### src/rtl/data_mem_lsu.sv
// data_mem_lsu: multi-cycle load/store unit turning core memory requests into handshaked word bus transactions.
// Optional macro DATA_MEM_MISALIGN_EN makes misaligned half/word accesses legal, splitting word-crossing ones in two.
module data_mem_lsu #(
  parameter logic [31:0] RESET_ADDR = 32'h0000_0000
) (
  input  logic        clk_i,
  input  logic        rst_ni,
  input  logic        req_valid_i,
  output logic        req_ready_o,
  input  logic        mem_wren_i,
  input  logic [1:0]  mem_mode_i,
  input  logic        mem_unsigned_i,
  input  logic [31:0] addr_i,
  input  logic [31:0] wdata_i,
  output logic        rsp_valid_o,
  output logic [31:0] rdata_o,
  output logic        err_o,
  output logic        bus_req_o,
  output logic        bus_we_o,
  output logic [31:0] bus_addr_o,
  output logic [3:0]  bus_be_o,
  output logic [31:0] bus_wdata_o,
  input  logic        bus_ack_i,
  input  logic [31:0] bus_rdata_i
);

  typedef enum logic [1:0] {
    IDLE = 2'd0,
    ACC0 = 2'd1,
    ACC1 = 2'd2,
    RESP = 2'd3
  } state_e;

  state_e      state_q, state_d;
  logic        wren_q, wren_d;
  logic [1:0]  mode_q, mode_d;
  logic        uns_q, uns_d;
  logic [1:0]  off_q, off_d;
  logic        split_q, split_d;
  logic [3:0]  be_hi_q, be_hi_d;
  logic [31:0] wdata_hi_q, wdata_hi_d;
  logic [31:0] rd0_q, rd0_d;
  logic        ready_q, ready_d;
  logic        rsp_valid_q, rsp_valid_d;
  logic [31:0] rdata_q, rdata_d;
  logic        err_q, err_d;
  logic        bus_req_q, bus_req_d;
  logic        bus_we_q, bus_we_d;
  logic [31:0] bus_addr_q, bus_addr_d;
  logic [3:0]  bus_be_q, bus_be_d;
  logic [31:0] bus_wdata_q, bus_wdata_d;

  logic [1:0]  req_off_s;
  logic [3:0]  be_base_s;
  logic [7:0]  be_full_s;
  logic [63:0] wdata_full_s;
  logic        illegal_s;
  logic        split_req_s;

  function automatic logic [31:0] load_extend(input logic [1:0] mode, input logic uns,
                                              input logic [1:0] off, input logic [31:0] rd1,
                                              input logic [31:0] rd0);
    logic [63:0] shifted;
    logic [31:0] raw;
    logic [31:0] res;
    shifted = {rd1, rd0} >> {off, 3'b000};
    raw = shifted[31:0];
    case (mode)
      2'b00:   res = uns ? {24'h00_0000, raw[7:0]} : {{24{raw[7]}}, raw[7:0]};
      2'b01:   res = uns ? {16'h0000, raw[15:0]} : {{16{raw[15]}}, raw[15:0]};
      2'b10:   res = raw;
      default: res = 32'h0000_0000;
    endcase
    return res;
  endfunction

  // Request decode: lane enables and lane-shifted data over a two-word window, legality, split need
  always_comb begin
    req_off_s = addr_i[1:0];
    case (mem_mode_i)
      2'b00:   be_base_s = 4'b0001;
      2'b01:   be_base_s = 4'b0011;
      2'b10:   be_base_s = 4'b1111;
      default: be_base_s = 4'b0000;
    endcase
    be_full_s    = {4'b0000, be_base_s} << req_off_s;
    wdata_full_s = {32'h0000_0000, wdata_i} << {req_off_s, 3'b000};
`ifdef DATA_MEM_MISALIGN_EN
    illegal_s   = (mem_mode_i == 2'b11);
    split_req_s = ((mem_mode_i == 2'b01) && (req_off_s == 2'b11)) ||
                  ((mem_mode_i == 2'b10) && (req_off_s != 2'b00));
`else
    illegal_s   = (mem_mode_i == 2'b11) ||
                  ((mem_mode_i == 2'b01) && req_off_s[0]) ||
                  ((mem_mode_i == 2'b10) && (req_off_s != 2'b00));
    split_req_s = 1'b0;
`endif
  end

  // Next-state and next-output logic; every output is registered
  always_comb begin
    state_d     = state_q;
    wren_d      = wren_q;
    mode_d      = mode_q;
    uns_d       = uns_q;
    off_d       = off_q;
    split_d     = split_q;
    be_hi_d     = be_hi_q;
    wdata_hi_d  = wdata_hi_q;
    rd0_d       = rd0_q;
    ready_d     = ready_q;
    rsp_valid_d = rsp_valid_q;
    rdata_d     = rdata_q;
    err_d       = err_q;
    bus_req_d   = bus_req_q;
    bus_we_d    = bus_we_q;
    bus_addr_d  = bus_addr_q;
    bus_be_d    = bus_be_q;
    bus_wdata_d = bus_wdata_q;
    case (state_q)
      IDLE: begin
        if (ready_q && req_valid_i) begin
          wren_d     = mem_wren_i;
          mode_d     = mem_mode_i;
          uns_d      = mem_unsigned_i;
          off_d      = req_off_s;
          split_d    = split_req_s;
          be_hi_d    = be_full_s[7:4];
          wdata_hi_d = wdata_full_s[63:32];
          rd0_d      = 32'h0000_0000;
          ready_d    = 1'b0;
          if (illegal_s) begin
            state_d     = RESP;
            rsp_valid_d = 1'b1;
            err_d       = 1'b1;
            rdata_d     = 32'h0000_0000;
          end else begin
            state_d     = ACC0;
            bus_req_d   = 1'b1;
            bus_we_d    = mem_wren_i;
            bus_addr_d  = {addr_i[31:2], 2'b00};
            bus_be_d    = be_full_s[3:0];
            bus_wdata_d = wdata_full_s[31:0];
          end
        end else begin
          ready_d = 1'b1;
        end
      end
      ACC0: begin
        if (bus_ack_i) begin
          if (split_q) begin
            state_d     = ACC1;
            rd0_d       = bus_rdata_i;
            bus_addr_d  = bus_addr_q + 32'd4;
            bus_be_d    = be_hi_q;
            bus_wdata_d = wdata_hi_q;
          end else begin
            state_d     = RESP;
            bus_req_d   = 1'b0;
            bus_we_d    = 1'b0;
            bus_addr_d  = RESET_ADDR;
            bus_be_d    = 4'b0000;
            bus_wdata_d = 32'h0000_0000;
            rsp_valid_d = 1'b1;
            err_d       = 1'b0;
            rdata_d     = wren_q ? 32'h0000_0000
                                 : load_extend(mode_q, uns_q, off_q, 32'h0000_0000, bus_rdata_i);
          end
        end else begin
          state_d = ACC0;
        end
      end
      ACC1: begin
        if (bus_ack_i) begin
          state_d     = RESP;
          bus_req_d   = 1'b0;
          bus_we_d    = 1'b0;
          bus_addr_d  = RESET_ADDR;
          bus_be_d    = 4'b0000;
          bus_wdata_d = 32'h0000_0000;
          rsp_valid_d = 1'b1;
          err_d       = 1'b0;
          rdata_d     = wren_q ? 32'h0000_0000
                               : load_extend(mode_q, uns_q, off_q, bus_rdata_i, rd0_q);
        end else begin
          state_d = ACC1;
        end
      end
      RESP: begin
        state_d     = IDLE;
        ready_d     = 1'b1;
        rsp_valid_d = 1'b0;
        err_d       = 1'b0;
        rdata_d     = 32'h0000_0000;
      end
      default: begin
        state_d     = IDLE;
        ready_d     = 1'b1;
        rsp_valid_d = 1'b0;
        err_d       = 1'b0;
        rdata_d     = 32'h0000_0000;
        bus_req_d   = 1'b0;
        bus_we_d    = 1'b0;
        bus_addr_d  = RESET_ADDR;
        bus_be_d    = 4'b0000;
        bus_wdata_d = 32'h0000_0000;
      end
    endcase
  end

  // State and output registers with synchronous active-low reset
  always_ff @(posedge clk_i) begin
    if (!rst_ni) begin
      state_q     <= IDLE;
      wren_q      <= 1'b0;
      mode_q      <= 2'b00;
      uns_q       <= 1'b0;
      off_q       <= 2'b00;
      split_q     <= 1'b0;
      be_hi_q     <= 4'b0000;
      wdata_hi_q  <= 32'h0000_0000;
      rd0_q       <= 32'h0000_0000;
      ready_q     <= 1'b0;
      rsp_valid_q <= 1'b0;
      rdata_q     <= 32'h0000_0000;
      err_q       <= 1'b0;
      bus_req_q   <= 1'b0;
      bus_we_q    <= 1'b0;
      bus_addr_q  <= RESET_ADDR;
      bus_be_q    <= 4'b0000;
      bus_wdata_q <= 32'h0000_0000;
    end else begin
      state_q     <= state_d;
      wren_q      <= wren_d;
      mode_q      <= mode_d;
      uns_q       <= uns_d;
      off_q       <= off_d;
      split_q     <= split_d;
      be_hi_q     <= be_hi_d;
      wdata_hi_q  <= wdata_hi_d;
      rd0_q       <= rd0_d;
      ready_q     <= ready_d;
      rsp_valid_q <= rsp_valid_d;
      rdata_q     <= rdata_d;
      err_q       <= err_d;
      bus_req_q   <= bus_req_d;
      bus_we_q    <= bus_we_d;
      bus_addr_q  <= bus_addr_d;
      bus_be_q    <= bus_be_d;
      bus_wdata_q <= bus_wdata_d;
    end
  end

  assign req_ready_o = ready_q;
  assign rsp_valid_o = rsp_valid_q;
  assign rdata_o     = rdata_q;
  assign err_o       = err_q;
  assign bus_req_o   = bus_req_q;
  assign bus_we_o    = bus_we_q;
  assign bus_addr_o  = bus_addr_q;
  assign bus_be_o    = bus_be_q;
  assign bus_wdata_o = bus_wdata_q;

endmodule

### config.mk
export PLATFORM = sky130hd
export DESIGN_NAME = data_mem_lsu
export DESIGN_NICKNAME = d
export VERILOG_FILES = /design/src/rtl/data_mem_lsu.sv
export SDC_FILE = /design/constraint.sdc
export NUM_CORES = 1
export LEC_CHECK = 0
export ABC_AREA = 1
export BUFFER_PORTS_ARGS = -buffer_cell sky130_fd_sc_hd__buf_2
export CAP_MARGIN = 0
export CORE_MARGIN = 4
export CORE_UTILIZATION = 55
export CTS_CLUSTER_DIAMETER = 100
export CTS_CLUSTER_SIZE = 28
export DETAILED_ROUTE_END_ITERATION = 8
export GPL_TIMING_DRIVEN = 0
export PLACE_DENSITY = 0.86
export SYNTH_ARGS = -nofsm -noshare
export SYNTH_HDL_FRONTEND = slang
export SYNTH_SLANG_ARGS = --single-unit
### constraint.sdc
create_clock -name clk_i -period 5.1 [get_ports clk_i]
set_input_delay 0.765 -clock clk_i [delete_from_list [all_inputs] [get_ports clk_i]]
set_output_delay 0.765 -clock clk_i [all_outputs]
set_load 0.005 [all_outputs]
==> flow_metrics.py, run 1 <==
metrics = {
    "logic_synthesis": {
        "synth_ff_type": "dfxtp_1",
        "syn_area_um2": 6150,
        "syn_avg_cell_area_um2": 6.47,
        "yosysWarnings": 0,
        "synth_edf_count": 0,
        "synth_cell_types": 34,
        "synth-compound-area-share_pct": 18.9,
        "synthCells": 951,
        "synthAdderAreaFrac_pct": 1.83,
        "synthArstFlopShare_pct": 0,
        "synth_seq_cells": 111,
        "synth_mux_area_share_pct": 0,
        "ys_seq_area_share_pct": 36.1,
        "yosys.area_share.simple_pct": 34.5,
        "synthXorXnorAreaFrac_pct": 0,
        "synth_top_family_by_area": "simple AND/OR/NAND/NOR gates",
    },
    "layout": {
        "syn_to_final_growth_pct": 22.8,
        "multi_input_area_um2": 3400,
        "diodes": 0,
        "seqCellArea_um2": 2220,
        "drive_gt1_share_pct": 24.7,
        "nets": 1282,
        "fillers": 1049,
        "layout_common_cells": "nand2_1, buf_2, a21oi_1",
        "layout.cells.most_common": "nand2_1",
        "fin_area_um2": 7550,
    },
    "sta": {
        "final.min_clock_period_ns": 2.32,
        "slew_violations": 0,
        "clock_skew_ns": 0.0114,
        "relSlewSlack_pct": 56.2,
        "timing_hold_violations_final": 0,
        "worst_pin_slew_ns": 0.657,
        "final.period_utilization_pct": 45.6,
        "timing.fmax_mhz": 430,
        "rsz0062_at_grt": "no",
        "setup_viol": 0,
        "fin_setup_tns_ns": 0,
    },
    "worst_setup_path": {
        "cp_data_arrival_time_ns": 2.64,
        "cp_common_cell": "inv_2",
        "critPathSlowestCell": "dfxtp_1",
        "rr_startpoint": "state_q[1]",
        "cp_top_family": "buffers and inverters",
        "critPathBufInv": 6,
        "required_ns": 5.42,
        "critPathLaunch": "state_q[1]",
        "cp-start-kind": "flip-flop",
        "path_cells": "inv_1 -> ha_1 -> buf_2 -> inv_2 -> o21ai_2 -> nand2_4 -> inv_2 -> buf_6 -> buf_4 -> nand2_1 -> a21oi_1",
        "critical_path.max_stage_delay_ns": 0.42,
        "end_kind": "flip-flop",
        "path_class": "flip-flop to flip-flop",
        "crit_fanout": 10,
    },
    "clocking": {
        "cts_setup_buffers": 0,
        "cts.sinks": 111,
        "clk_latency_ns": 0.38,
        "cts_inserted_buffers": 9,
        "cts.clk_slew.worst_paths_ns": 0.11,
        "cts_resized": 0,
        "clk_path_buf_depth": 2,
        "cts_htree_levels": 3,
        "root_buffer": "clkbuf_8",
        "cts_tree": "built",
        "hold_buffers": 0,
    },
    "die": {
        "core-area_um2": 10900,
        "initial_core_util_pct": 56.5,
        "rows": 38,
        "num_io_pins": 209,
        "die_width_um": 114,
        "die_h_um": 114,
        "dieArea_um2": 12900,
    },
    "placement": {
        "gp_congestion": 0.997,
        "hpwlAfterDp_um": 16600,
        "dpl_cell_area_um2": 7360,
        "port_buffers": 206,
    },
    "global_routing": {
        "grt_max_degree": 20,
        "grt_pass1_vias": 6870,
        "antenna_found_initial": 1,
        "grt_usage_pct": 32.2,
        "grt_overflow": 0,
        "grt_pass1_wl_um": 33800,
    },
    "routing": {
        "vias_per_cell": 5.54,
        "vias": 7285,
        "drcViolationCount": 0,
        "first_iter_violations": 647,
        "drt_wl_total_um": 21300,
        "wl_per_cell_um": 16.2,
        "ant_nets": 0,
        "firstDrtPassIters": 5,
    },
    "pwr": {
        "ir_worst_vdd_mv": 0.247,
        "p_leak_nw": 3.53,
        "power_density_nw_per_um2": 420,
    },
    "run": {
        "drv_cap": 0,
    },
    "run_status": {
        "outcome": "finished clean",
    },
    "worst_hold_path": {
        "hp-class": "flip-flop to flip-flop",
        "hp-start": "rdata_o[2]",
    },
}
==> layout make-up <==
| type | count | share of cell area, % |
|---|---|---|
| clock inverter | 5 | 0.646 |
| inverter | 46 | 2.29 |
| tap | 140 | 2.32 |
| multi-input combinational | 724 | 45.0 |
| clock buffer | 11 | 1.87 |
| buffer | 71 | 4.77 |
| sequential | 111 | 29.4 |
| timing repair buffer | 206 | 13.7 |
==> per-stage QoR <==
| step | hold slack, ns | std cells | setup slack, ns | util (%) | power (W) |
|---|---|---|---|---|---|
| 3_3_place_gp | 0.448 | 1298 | 2.61 | 67.6 | 0.00261 |
| 6_report | 0.465 | 1314 | 2.78 | 69.4 | 0.00317 |
| 3_5_place_dp | 0.452 | 1298 | 2.56 | 67.6 | 0.00263 |
| 2_1_floorplan | 0.455 | 952 | 3.05 | - | 0.00211 |
| 5_1_grt | 0.487 | 1314 | 2.59 | 69.4 | 0.00340 |
| 4_1_cts | 0.467 | 1314 | 2.80 | 69.4 | 0.00315 |
==> cells in the mapped netlist (3+ instances only) <==
cell type | instances | area [µm²]
a21oi_1 | 127 | 636
a22oi_1 | 3 | 22.5
buf_1 | 5 | 18.8
buf_2 | 24 | 120
buf_4 | 8 | 60.1
buf_6 | 4 | 45.0
clkbuf_1 | 29 | 109
dfxtp_1 | 111 | 2220
ha_1 | 9 | 113
inv_1 | 36 | 135
inv_2 | 9 | 33.8
nand2_1 | 321 | 1200
nand3_1 | 101 | 505
nand3_2 | 4 | 40.0
nor2_1 | 32 | 120
nor2_4 | 3 | 33.8
nor3_1 | 16 | 80.1
o211ai_1 | 7 | 52.6
o21a_1 | 6 | 45.0
o21ai_0 | 64 | 320
o21ai_1 | 5 | 25.0
o31ai_1 | 5 | 37.5
or2_2 | 9 | 56.3
==> layer usage <==
| metal | vias to the layer above | wire (µm) | part of all wire (%) | GRT usage, % |
|---|---|---|---|---|
| li1 | 3569 | - | - | - |
| met1 | 3298 | 9390 | 44 | 46.1 |
| met2 | 362 | 9470 | 44 | 50.1 |
| met3 | 54 | 1920 | 9.0 | 4.99 |
| met4 | 2 | 530 | 2.5 | 9.21 |
| met5 | - | 13 | 0.061 | 0 |
==> cell families after synthesis <==
logic type / count (synthesis)
simple gates: 493
compound gates: 220
fa+ha+maj: 9
flops: 111
buf+inv: 117
other cells: 1
==> tightest hold or removal path: stages, from the launching register on <==
cell	delay, ns
dfxtp_1	0.32
nand2_1	0.06
a21oi_1	0.05
==> sequential cells by signal, summed over array words and instances, names as in the netlist <==
name,count
bus_req_o,1
bus_we_o,1
rsp_valid_o,1
req_ready_o,1
wren_q,1
uns_q,1
state_q,2
err_o,1
rdata_o,32
mode_q,2
bus_addr_o,30
bus_wdata_o,32
bus_be_o,4
off_q,2
==> final timing paths <==
| kind | endpoint | slack, ns | depth (start not counted) |
|---|---|---|---|
| hold / removal | rdata_o[2] | 0.46 | 2 |
| setup reg to reg | bus_wdata_o[12] | 2.78 | 11 |
| setup / recovery | bus_wdata_o[12] | 2.78 | 11 |
| hold reg to reg | rdata_o[2] | 0.46 | 2 |
==> where the power goes <==
part           internal (W)  total [W]  switching, W
logic              0.000502    0.00155       0.00104
clock network      0.000203   0.000532      0.000329
registers           0.00101    0.00110     0.0000832
total               0.00172    0.00317       0.00146
Note: power is estimated with default switching activity, not from simulation.
==> run 2, diff against run 1 <==
==> config.mk (replaced) <==
export PLATFORM = sky130hd
export DESIGN_NAME = data_mem_lsu
export DESIGN_NICKNAME = d
export VERILOG_FILES = /design/src/rtl/data_mem_lsu.sv
export SDC_FILE = /design/constraint.sdc
export NUM_CORES = 1
export LEC_CHECK = 0
export ABC_AREA = 0
export BUFFER_PORTS_ARGS = -buffer_cell sky130_fd_sc_hd__buf_2
export CAP_MARGIN = 0
export CORE_MARGIN = 4
export CORE_UTILIZATION = 45
export CTS_CLUSTER_DIAMETER = 100
export CTS_CLUSTER_SIZE = 28
export DETAILED_ROUTE_END_ITERATION = 8
export GPL_TIMING_DRIVEN = 0
export PLACE_DENSITY = 0.77
export SYNTH_ARGS = -nofsm -noshare
export SYNTH_HDL_FRONTEND = slang
export SYNTH_SLANG_ARGS = --single-unit
==> constraint.sdc (replaced) <==
create_clock -name clk_i -period 2.08 [get_ports clk_i]
set_input_delay 0.312 -clock clk_i [delete_from_list [all_inputs] [get_ports clk_i]]
set_output_delay 0.312 -clock clk_i [all_outputs]
set_load 0.005 [all_outputs]
==> run 2 against run 1 <==
Compared with the run above: sequential power increased by 150%; via count decreased by 15%; count of clock-buffer cells in the layout fell by 1; final area fell by 1.1%; critical path depth is 2 lower; die area up 13%; critical endpoint is now bus_be_o[2]; total power rose to 2.6 times the previous value; first-iteration DRC count is 19% lower; worst hold slack got worse by 0.27 ns; worst setup slack got worse by 2.7 ns; cell count is 16% lower; clock power increased to 3.5 times the previous value.
==> flow_metrics.py, run 2 <==
metrics = {
    "run_status": {
        "outcome": "finished clean",
    },
    "placement": {
        "hpwlAfterDp_um": 14700,
        "dpl_cell_area_um2": 7000,
        "gp_congestion": 0.913,
        "post-place-ws_ns": -0.314,
        "port_buffers": 204,
    },
    "worst_hold_path": {
        "hold_end": "bus_wdata_o[1]",
        "hp-class": "input pin to flip-flop",
        "hold_depth": 2,
        "hp-start": "wdata_i[1]",
    },
    "worst_setup_path": {
        "cp_data_arrival_time_ns": 2.29,
        "cp-start-kind": "flip-flop",
        "required_ns": 2.37,
        "rr_startpoint": "state_q[0]",
        "path_class": "flip-flop to flip-flop",
        "rrSetupSlack_ns": 0.08,
        "worst-r2r-cell-count": 9,
        "end_kind": "flip-flop",
        "worst_r2r_endpoint": "bus_be_o[2]",
        "crit_fanout": 10,
    },
    "logic_synthesis": {
        "yosysTopAreaCellShare_pct": 38.6,
        "ys_top_cells_by_area": "dfxtp_1, nand3_1, a21oi_1",
        "yosysWarnings": 0,
        "synth_cell_types": 56,
        "ys_seq_area_share_pct": 38.6,
        "synth_seq_cells": 111,
        "synthArstFlopShare_pct": 0,
        "syn_area_um2": 5760,
        "synth_ff_type": "dfxtp_1",
        "synth_commonest_cells": "dfxtp_1, nand2_1, nand3_1",
        "synthCells": 703,
        "syn_avg_cell_area_um2": 8.20,
        "yosysMostFrequentCell": "dfxtp_1",
        "synth_edf_count": 0,
        "yosys.area.top_type": "dfxtp_1",
    },
    "sta": {
        "timing_hold_violations_final": 0,
        "rsz0062_at_grt": "no",
        "clock_skew_ns": 0.0154,
        "worst_pin_slew_ns": 0.614,
        "final.min_clock_period_ns": 2.00,
        "fin_setup_tns_ns": 0,
        "slew_violations": 0,
        "timing.fmax_mhz": 499,
        "worst_slack_ns": 0.0778,
        "relSlewSlack_pct": 58.7,
        "setup_viol": 0,
        "final.period_utilization_pct": 96.3,
    },
    "die": {
        "die_h_um": 121,
        "rows": 41,
        "dieArea_um2": 14700,
        "die_width_um": 121,
        "num_io_pins": 209,
        "initial_core_util_pct": 45.9,
        "core-area_um2": 12600,
    },
    "layout": {
        "final_util_pct": 59.4,
        "seqCellArea_um2": 2220,
        "fin_area_um2": 7470,
        "drive_gt1_share_pct": 32.4,
        "layout.cells.most_common": "buf_2",
        "syn_to_final_growth_pct": 29.6,
        "nets": 1031,
        "layout_common_cells": "buf_2, dfxtp_1, nand2_1",
        "fillers": 1114,
        "multi_input_area_um2": 3300,
    },
    "global_routing": {
        "grt_overflow": 0,
        "grt_max_degree": 20,
        "grt_pass1_wl_um": 30000,
        "antenna_found_initial": 2,
        "grt_pass1_vias": 5841,
        "grt_usage_pct": 25.6,
    },
    "clocking": {
        "clk_latency_ns": 0.36,
        "cts_tree": "built",
        "cts_inserted_buffers": 9,
        "cts.sinks": 111,
        "clk_path_buf_depth": 2,
        "cts_htree_levels": 3,
        "cts.clk_slew.worst_paths_ns": 0.08,
        "cts_setup_buffers": 0,
        "root_buffer": "clkbuf_16",
    },
    "routing": {
        "route.met3.wl_um": 1870,
        "wl_met2_um": 8950,
        "top_layer": "met4",
        "vias_per_cell": 5.61,
        "first_iter_violations": 522,
        "drcViolationCount": 0,
        "wl_per_cell_um": 17.6,
        "wl_met1_um": 7940,
        "firstDrtPassIters": 6,
        "ant_nets": 0,
        "vias": 6157,
        "drt_wl_total_um": 19300,
    },
    "run": {
        "drv_cap": 0,
    },
    "pwr": {
        "power_density_nw_per_um2": 1100,
        "p_leak_nw": 3.38,
        "total_power_w": 0.00820,
        "ir_worst_vdd_mv": 0.849,
    },
}
[run 2: worst max-delay path, stage by stage (launching register included)]
cell	delay [ns]
dfxtp_2	0.36
inv_2	0.07
ha_1	0.21
buf_6	0.15
o21bai_4	0.16
nand2_4	0.12
a21o_1	0.18
buf_6	0.14
or3_1	0.38
a21oi_1	0.15
[run 2: per-stage QoR]
stage,instances,hold slack (ns)
after floorplan,704,0.438
after global placement,1080,0.435
after detailed placement,1080,0.445
after CTS,1095,0.183
after global routing,1097,0.201
final,1098,0.192
[run 2: kinds of logic after synthesis]
logic type | count (synthesis) | share of synthesized area (%)
AO/OA/AOI/OAI | 200 | 23.2
adder cells (fa/ha/maj) | 9 | 1.95
other | 1 | 0.0651
flip-flops | 111 | 38.6
XOR/XNOR | 1 | 0.152
AND/OR/NAND/NOR | 261 | 20.8
multiplexers | 50 | 9.27
buffers and inverters | 70 | 6.01
[run 2: layout make-up]
type | instances | area share, %
repair buffers | 204 | 13.7
clock inverters | 6 | 1.01
inverters | 10 | 0.503
flip-flops and latches | 111 | 29.8
multi-input cells | 523 | 44.1
plain buffers | 59 | 4.71
clock buffers | 10 | 3.20
well taps | 172 | 2.88
diodes | 3 | 0.101
[run 2: worst max path at each step]
stage               slack [ns]  startpoint             end
global placement         -0.29  state_q[1]     rdata_o[24]
detailed placement       -0.31  state_q[1]  bus_addr_o[12]
finish                    0.08  state_q[0]     bus_be_o[2]
CTS                       0.03  state_q[1]      rdata_o[0]
floorplan                 0.23  state_q[0]     bus_be_o[2]
global route              0.02  state_q[0]     bus_be_o[2]
[run 2: power breakdown]
group          internal, W  switching, W
registers          0.00249      0.000212
logic              0.00140       0.00224
clock network     0.000991      0.000867
[run 2: per-layer routing]
metal  track usage, %  up-vias
li1                 -     2956
met1             33.4     2859
met2             40.7      301
met3             6.25       41
met4             10.3        0
met5                0        -
[run 2: timing repair]
item,CTS,global route
gates resized for setup,27,14
pin swaps,0,2
cloned,0,0
hold buffers,0,0
endpoints found under the setup margin,99,103
